==> src/rtl/outer_product_sequencer.sv <==
// outer_product_sequencer
//   Sequences an N x N matrix multiply as N rank-1 (outer-product) updates:
//   C = sum_k col_k(A) x row_k(B). A and B are read from two single-port ROMs
//   with a 1-cycle read latency. The result is presented with a start/busy/done
//   handshake.
//
// Ports
//   clk, rst      : clock (rising edge), asynchronous active-high reset
//   start         : request a run; only looked at while idle
//   busy          : run in progress (first FETCH cycle through DONE)
//   done          : one-cycle pulse in the cycle the result becomes final
//   a_en/a_addr   : A ROM read port; a_dout returns data one cycle later
//   b_en/b_addr   : B ROM read port; b_dout returns data one cycle later
//   result        : C matrix, element (i,j) at [(i*N+j)*ACC_W +: ACC_W]
//   result_valid  : result is final; held until the next run is accepted
module outer_product_sequencer #(
    parameter int N      = 3,
    parameter int DATA_W = 8,
    parameter int ACC_W  = 16,
    parameter int ADDR_W = 4,
    parameter int BASE   = 0
) (
    input  logic                     clk,
    input  logic                     rst,
    input  logic                     start,
    output logic                     busy,
    output logic                     done,
    output logic                     a_en,
    output logic [ADDR_W-1:0]        a_addr,
    input  logic [DATA_W-1:0]        a_dout,
    output logic                     b_en,
    output logic [ADDR_W-1:0]        b_addr,
    input  logic [DATA_W-1:0]        b_dout,
    output logic [N*N*ACC_W-1:0]     result,
    output logic                     result_valid
);

    localparam int IDX_W = (N > 1) ? $clog2(N) : 1;
    localparam logic [IDX_W-1:0] LAST = IDX_W'(N - 1);

    typedef enum logic [2:0] {
        S_IDLE,
        S_FETCH,
        S_WAIT,
        S_UPDATE,
        S_DONE
    } state_t;

    state_t                         state_q, state_d;
    logic [IDX_W-1:0]               k_q, k_d;
    logic [IDX_W-1:0]               idx_q, idx_d;
    logic [N-1:0][DATA_W-1:0]       col_a_q, col_a_d;
    logic [N-1:0][DATA_W-1:0]       row_b_q, row_b_d;
    logic [N*N-1:0][ACC_W-1:0]      acc_q, acc_d;
    logic                           rv_q, rv_d;
    logic                           busy_q, busy_d;
    logic                           done_q, done_d;
    logic                           en_q, en_d;
    logic [ADDR_W-1:0]              a_addr_q, a_addr_d;
    logic [ADDR_W-1:0]              b_addr_q, b_addr_d;

    // Full-width unsigned product, then zero-extended or truncated to ACC_W.
    function automatic logic [ACC_W-1:0] mac_term(input logic [DATA_W-1:0] a,
                                                  input logic [DATA_W-1:0] b);
        logic [2*DATA_W-1:0]       p;
        logic [ACC_W+2*DATA_W-1:0] w;
        p = {{DATA_W{1'b0}}, a} * {{DATA_W{1'b0}}, b};
        w = {{ACC_W{1'b0}}, p};
        return w[ACC_W-1:0];
    endfunction

    function automatic logic [ADDR_W-1:0] addr_of(input int r, input int c);
        return ADDR_W'(BASE + r * N + c);
    endfunction

    always_comb begin
        state_d = state_q;
        k_d     = k_q;
        idx_d   = idx_q;
        col_a_d = col_a_q;
        row_b_d = row_b_q;
        acc_d   = acc_q;
        rv_d    = rv_q;

        case (state_q)
            S_IDLE: begin
                if (start) begin
                    state_d = S_FETCH;
                    acc_d   = '0;
                    rv_d    = 1'b0;
                    k_d     = '0;
                    idx_d   = '0;
                end
            end
            S_FETCH: begin
                // Data for the address issued last cycle arrives now.
                if (idx_q != '0) begin
                    col_a_d[idx_q - 1'b1] = a_dout;
                    row_b_d[idx_q - 1'b1] = b_dout;
                end
                if (idx_q == LAST) state_d = S_WAIT;
                else               idx_d   = idx_q + 1'b1;
            end
            S_WAIT: begin
                col_a_d[N-1] = a_dout;
                row_b_d[N-1] = b_dout;
                state_d      = S_UPDATE;
            end
            S_UPDATE: begin
                for (int i = 0; i < N; i++) begin
                    for (int j = 0; j < N; j++) begin
                        acc_d[i*N+j] = acc_q[i*N+j] + mac_term(col_a_q[i], row_b_q[j]);
                    end
                end
                if (k_q == LAST) begin
                    state_d = S_DONE;
                    rv_d    = 1'b1;   // valid rises together with done
                end else begin
                    k_d     = k_q + 1'b1;
                    idx_d   = '0;
                    state_d = S_FETCH;
                end
            end
            S_DONE: begin
                state_d = S_IDLE;
            end
            default: state_d = S_IDLE;
        endcase

        // Outputs are registered from the next state so they line up with it.
        busy_d   = (state_d != S_IDLE);
        done_d   = (state_d == S_DONE);
        en_d     = (state_d == S_FETCH);
        a_addr_d = a_addr_q;
        b_addr_d = b_addr_q;
        if (en_d) begin
            a_addr_d = addr_of(int'(idx_d), int'(k_d));
            b_addr_d = addr_of(int'(k_d), int'(idx_d));
        end
    end

    always_ff @(posedge clk or posedge rst) begin
        if (rst) begin
            state_q  <= S_IDLE;
            k_q      <= '0;
            idx_q    <= '0;
            col_a_q  <= '0;
            row_b_q  <= '0;
            acc_q    <= '0;
            rv_q     <= 1'b0;
            busy_q   <= 1'b0;
            done_q   <= 1'b0;
            en_q     <= 1'b0;
            a_addr_q <= '0;
            b_addr_q <= '0;
        end else begin
            state_q  <= state_d;
            k_q      <= k_d;
            idx_q    <= idx_d;
            col_a_q  <= col_a_d;
            row_b_q  <= row_b_d;
            acc_q    <= acc_d;
            rv_q     <= rv_d;
            busy_q   <= busy_d;
            done_q   <= done_d;
            en_q     <= en_d;
            a_addr_q <= a_addr_d;
            b_addr_q <= b_addr_d;
        end
    end

    assign busy         = busy_q;
    assign done         = done_q;
    assign a_en         = en_q;
    assign b_en         = en_q;
    assign a_addr       = a_addr_q;
    assign b_addr       = b_addr_q;
    assign result       = acc_q;
    assign result_valid = rv_q;

endmodule
==> config.mk <==
export PLATFORM = sky130hd
export DESIGN_NAME = outer_product_sequencer
export DESIGN_NICKNAME = d
export VERILOG_FILES = /design/src/rtl/outer_product_sequencer.sv
export SDC_FILE = /design/constraint.sdc
export NUM_CORES = 2
export LEC_CHECK = 0
export BUFFER_PORTS_ARGS = -buffer_cell sky130_fd_sc_hd__buf_2
export CAP_MARGIN = 20
export CELL_PAD_IN_SITES_DETAIL_PLACEMENT = 1
export CELL_PAD_IN_SITES_GLOBAL_PLACEMENT = 2
export CORE_AREA = 2 2 322 324
export DETAILED_ROUTE_END_ITERATION = 8
export DIE_AREA = 0 0 324 326
export MAX_ROUTING_LAYER = met4
export PLACE_DENSITY_LB_ADDON = 0.1
export SYNTH_ARGS = -nofsm -noshare
export SYNTH_HDL_FRONTEND = slang
export SYNTH_SLANG_ARGS = --single-unit
==> constraint.sdc <==
create_clock -name clk -period 6.7 [get_ports clk]
set_input_delay 1.34 -clock clk [delete_from_list [all_inputs] [get_ports clk]]
set_output_delay 1.34 -clock clk [all_outputs]
set_load 0.01 [all_outputs]
# Word-level counts from Yosys, hierarchy flattened
# Index checks and enable logic that the tools add are counted.
[word_totals] wordCells=95 output_inout_bits=157 ff_bits=211
[classes] mux=24 mul=11 order_cmp=2 n_reduce_logical=10 add_sub_neg=14 n_eq_ne=10
[op_table] cell="one-hot mux 144 bit (2 select lines)" n=1
[op_table] cell="adder 16 bit" n=9
[op_table] cell="multiplier 8 x 8 -> 16 bit" n=9
[op_table] cell="two-way mux 144 bit" n=1
[op_table] cell="bitwise mux 24 bit" n=2
[op_table] cell="two-way mux 24 bit" n=2
[op_table] cell="one-hot mux 8 bit (2 select lines)" n=2
[op_table] cell="demux 8 bit (select 2 bit)" n=1
[op_table] cell="one-hot mux 3 bit (4 select lines)" n=1
[op_table] cell="two-way mux 2 bit" n=5
[op_table] cell="two-way mux 3 bit" n=3
[op_table] cell="adder 4 x 2 -> 4 bit" n=2
[op_table] cell="multiplier 2 x 2 -> 4 bit, second input constant" n=2
[op_table] cell="two-way mux 8 bit" n=1
[op_table] cell="== test 3 x 1 -> 1 bit, second input constant" n=2
[op_table] cell="== test 3 x 2 -> 1 bit, second input constant" n=2
[op_table] cell="!= test 2 bit, second input constant" n=3
[op_table] cell="one-hot mux 2 bit (3 select lines)" n=1
[op_table] cell="AND reduction 2 bit" n=3
[op_table] cell="nonzero test 2 bit" n=3
[op_table] cell="adder 2 x 1 -> 2 bit, second input constant" n=2
[op_table] cell="== test 2 bit, second input constant" n=2
[op_table] cell="one-hot mux 2 bit (2 select lines)" n=1
[op_table] cell="== test 3 bit, second input constant" n=1
[op_table] cell="other kinds (9)" n=10

# Logic depth before layout (Yosys ltp)
[logic_depth] depth_word=8 mapped_depth=18 mapped_depth_nobuf=17

# Worst setup path after synthesis
# No wires, ideal clock.
[synth_timing] kind="reg-to-reg" from="reg row_b_q[8] (netlist name)" to="reg acc_q (netlist bit result[30])" path_stages_with_launch=17 synth_period_minus_slack_ps=4394 arrival_time_ps=4261 slack_ps=2306 setup_time_ps=133 path_cell_list="dfrtp_1 > clkbuf_1 > nand2_1 > fa_1 > inv_1 > fa_1 > inv_1 > fa_1 > fa_1 > inv_1 > ha_1 > a21oi_1 > o22ai_1 > o31a_1 > a221oi_1 > xor2_1 > o21ai_0"
[synth_via] elab_chain_len=3
[synth_rtl] item="from (decl)" line_no="53" text="logic [N-1:0][DATA_W-1:0] row_b_q, row_b_d;"
[synth_rtl] item="from (signal assigned)" line_no="161" text="row_b_q <= row_b_d;"
[synth_rtl] item="multiplier 8 x 8 -> 16 bit" line_no="67" text="p = {{DATA_W{1'b0}}, a} * {{DATA_W{1'b0}}, b};"
[synth_rtl] item="adder 16 bit" line_no="112" text="acc_d[i*N+j] = acc_q[i*N+j] + mac_term(col_a_q[i], row_b_q[j]);"
[synth_rtl] item="one-hot mux 144 bit (2 select lines)" line_no="85" text="case (state_q)"
[synth_rtl] item="to (signal assigned)" line_no="149" text="acc_q <= '0;"
[synth_rtl] item="to (signal assigned)" line_no="162" text="acc_q <= acc_d;"
[synth_rtl] item="to (decl)" line_no="54" text="logic [N*N-1:0][ACC_W-1:0] acc_q, acc_d;"
# Every way passes these cells.
# A chain may end at the register's enable or synchronous reset.

# Final worst setup path
[layout_timing] from="reg row_b_q[1] (netlist name)" to="reg acc_q (netlist bit result[14])"
# The elaborated chain is that of the path after synthesis.

==> impl_metrics.csv <==
group,metric,value,unit
clock_tree,post_cts_buffers,0,
sta,rsz0062_at_grt,"no",
clock_tree,max-clock-path-buffers,3,
final_layout,mostFrequentLayoutCell,"inv_1",
sta,tns,0,ps
sta,period_share,78.8,%
setup_path,cpMostUsedCell,"fa_1",
sta,slew_headroom,26.9,%
global_route,grt_pass1_vias,26200,
sta,hold_viol,0,
global_route,grtUsageMet3,2.44,%
sta,slew_viol_final,0,
yosys,ys_seq_elements,210,
yosys,synth_area_per_cell,8.92,um2
sta,setup_viol,0,
worst_hold_path,hold_path_class,"reg2reg",
placed_design,gp_congestion,0.835,
floorplanning,rows,118,
final_layout,syn_to_final_growth,12.6,%
sta,clock.fmax,0.189,GHz
placed_design,io_buffer_count,175,
setup_path,arrival,5730,ps
routing,wl_per_cell,18.9,um
global_route,grt_start_max_net_pins,111,
setup_path,crit_chain,"nand2_1, fa_1, inv_1, fa_1, inv_1, fa_1, fa_1, inv_1, ha_1, o21ai_0, o211a_1, o31ai_1, a31oi_1, xor2_1, o21ai_0",
floorplanning,ios,176,
yosys,synth.distinct_cells,63,
yosys,synthCells,3422,
clock_tree,cts_tree,"yes",
clock_tree,clock_latency,610,ps
floorplanning,core_region_area,0.103,mm2
floorplanning,die_w,324,um
routing,vias,22700,
clock_tree,cts-buffers-inserted,35,
run_status,status,"complete, no violations",
routing,viasPerCell,4.57,
floorplanning,fp.dieH,326,um
final_layout,layout-drive-gt1-share,10.0,%
sta,period_minus_slack,5280,ps
clock_tree,clock_sinks,210,
yosys,syn_area,0.0305,mm2
yosys,synth_ff_type,"dfrtp_1",
global_route,grt_antenna_before_repair,12,
final_layout,nNetsFinal,4352,
placed_design,place_hpwl,74100,um
final_layout,stdcell_count,4965,
yosys,synthArstFlopShare,100,%
placed_design,dp.cells,4895,
routing,first_iter_violations,559,
setup_path,path_max_fanout,21,
setup_path,crit_type,"reg2reg",
routing,ant_nets,0,
sta,worstMarginPinSlew,1100,ps
setup_path,cpMaxStageDelayCell,"dfrtp_1",
setup_path,critical_path_buf_inv_count,3,
global_route,grtUsageMet2,33.0,%
run,drv_cap,0,
routing,drc,0,
routing,firstDrtPassIters,5,
yosys,ys_seq_area_share,17.2,%
global_route,overflow,0,
setup_path,start_kind,"flip-flop",
clock_tree,cts_resized,0,
setup_path,crit_required,7150,ps
clock_tree,cts.clk_slew.worst_paths,60,ps
global_route,met1_usage,24.1,%
final_layout,final_cell_mix,"inv_1 (888), fa_1 (454), nand2_1 (445)",
global_route,grt_use_total,19.1,%
floorplanning,dieArea,0.106,mm2
yosys,synth-edff-count,0,
floorplanning,initial_core_util,29.7,%
setup_path,endpoint_kind,"flip-flop",
final_layout,fin_util,33.5,%
routing,drt-total-wl,93900,um
yosys,yosysWarnings,0,
clock_tree,cts_htree_levels,2,
setup_path,max_stage_delay,1060,ps
global_route,top_usage_layer,"met2",
clock_tree,cts_root_buf,"clkbuf_16",
setup_path,cp_top_family,"adder cells",
global_route,grt_pass1_wl,152000,um
clock_tree,holdBufCountCts,0,
yosys,synth_fp_nets,4221,
sta,worst_clock_skew,28.8,ps
[state kept, by name (all words and copies together) (netlist names)]
signal / flops
a_addr: 4
a_en: 1
b_addr: 3
busy: 1
col_a_q: 24
done: 1
idx_q: 2
k_q: 2
result: 144
result_valid: 1
row_b_q: 24
state_q: 3
[cell families after synthesis]
kind of cell,after synthesis,share of synthesized area (%)
AOI/OAI and AO/OA,403,8.72
xor gates and xnor gates,110,3.16
adders and majority gates,780,43.1
buffers and inverters,1028,12.8
DFF,210,17.2
muxes,40,1.47
and+or+nand+nor,851,13.5
[through the flow]
step	area [um2]	setup WS (ps)	hold slack [ps]
4_1_cts	34300	1390	508
6_report	34400	1420	504
2_1_floorplan	30500	2310	521
5_1_grt	34400	1150	520
3_3_place_gp	33000	1460	487
3_5_place_dp	33000	1420	494
[worst reg2reg max path, stage by stage (launching register included)]
cell,delay (ps)
dfrtp_1,1060
nand2_1,180
fa_1,530
inv_1,50
fa_1,500
inv_1,60
fa_1,500
fa_1,490
inv_1,40
ha_1,330
o21ai_0,170
o211a_1,300
o31ai_1,440
a31oi_1,180
xor2_1,200
o21ai_0,100
[layer usage]
layer / vias to the layer above / share of wire, %
li1: 10600 / -
met1: 11800 / 45
met2: 222 / 51
met3: 79 / 2.7
met4: 0 / 1.7
met5: - / 0
[final cells by class]
class                      instances  area [um2]
antenna                            5        12.5
inverter                         889        3340
fill                           12000       68200
timing repair buffer             233        1350
tap                             1380        1730
clock inverter                    18         295
multi-input combinational       2184       21400
clock buffer                      46        1010
sequential                       210        5260
[synthesized netlist by cell type, types with 5 or more instances]
| cell | count | area share [%] |
|---|---|---|
| inv_1 | 889 | 11 |
| fa_1 | 454 | 30 |
| nand2_1 | 445 | 5.5 |
| ha_1 | 326 | 13 |
| and2_1 | 290 | 5.9 |
| dfrtp_1 | 210 | 17 |
| o21ai_0 | 144 | 2.4 |
| clkbuf_1 | 116 | 1.4 |
| xnor2_1 | 58 | 1.7 |
| a22o_1 | 53 | 1.5 |
| xor2_1 | 52 | 1.5 |
| a21oi_1 | 49 | 0.80 |
| a21o_1 | 46 | 1.1 |
| mux2_2 | 39 | 1.4 |
| nor2_1 | 38 | 0.47 |
| buf_2 | 19 | 0.31 |
| a31oi_1 | 18 | 0.37 |
| nand3_1 | 15 | 0.25 |
| o21bai_1 | 14 | 0.34 |
| a211oi_1 | 13 | 0.32 |
| o21a_1 | 13 | 0.32 |
| nor2b_1 | 9 | 0.18 |
| and3_1 | 7 | 0.14 |
| nor3_1 | 7 | 0.11 |
| o31ai_1 | 7 | 0.17 |
| a211o_1 | 6 | 0.17 |
| nand2b_1 | 6 | 0.12 |
| a22oi_1 | 5 | 0.12 |
| o211ai_1 | 5 | 0.12 |
| o21ai_1 | 5 | 0.082 |
| or2_2 | 5 | 0.10 |
[worst paths after layout]
kind / start / endpoint / slack, ps / cells past startpoint
max: row_b_q[1] / result[14] / 1420 / 15
min: result[5] / result[5] / 500 / 2
max reg2reg: row_b_q[1] / result[14] / 1420 / 15
min reg2reg: result[5] / result[5] / 500 / 2
max in group asynchronous: rst / b_addr[3] / 4900 / 3
min in group asynchronous: rst / result[143] / 750 / 2
Power is left out: the tool's default activity adds up to more than one toggle a clock period on the data nets, which glitch-free logic cannot reach.
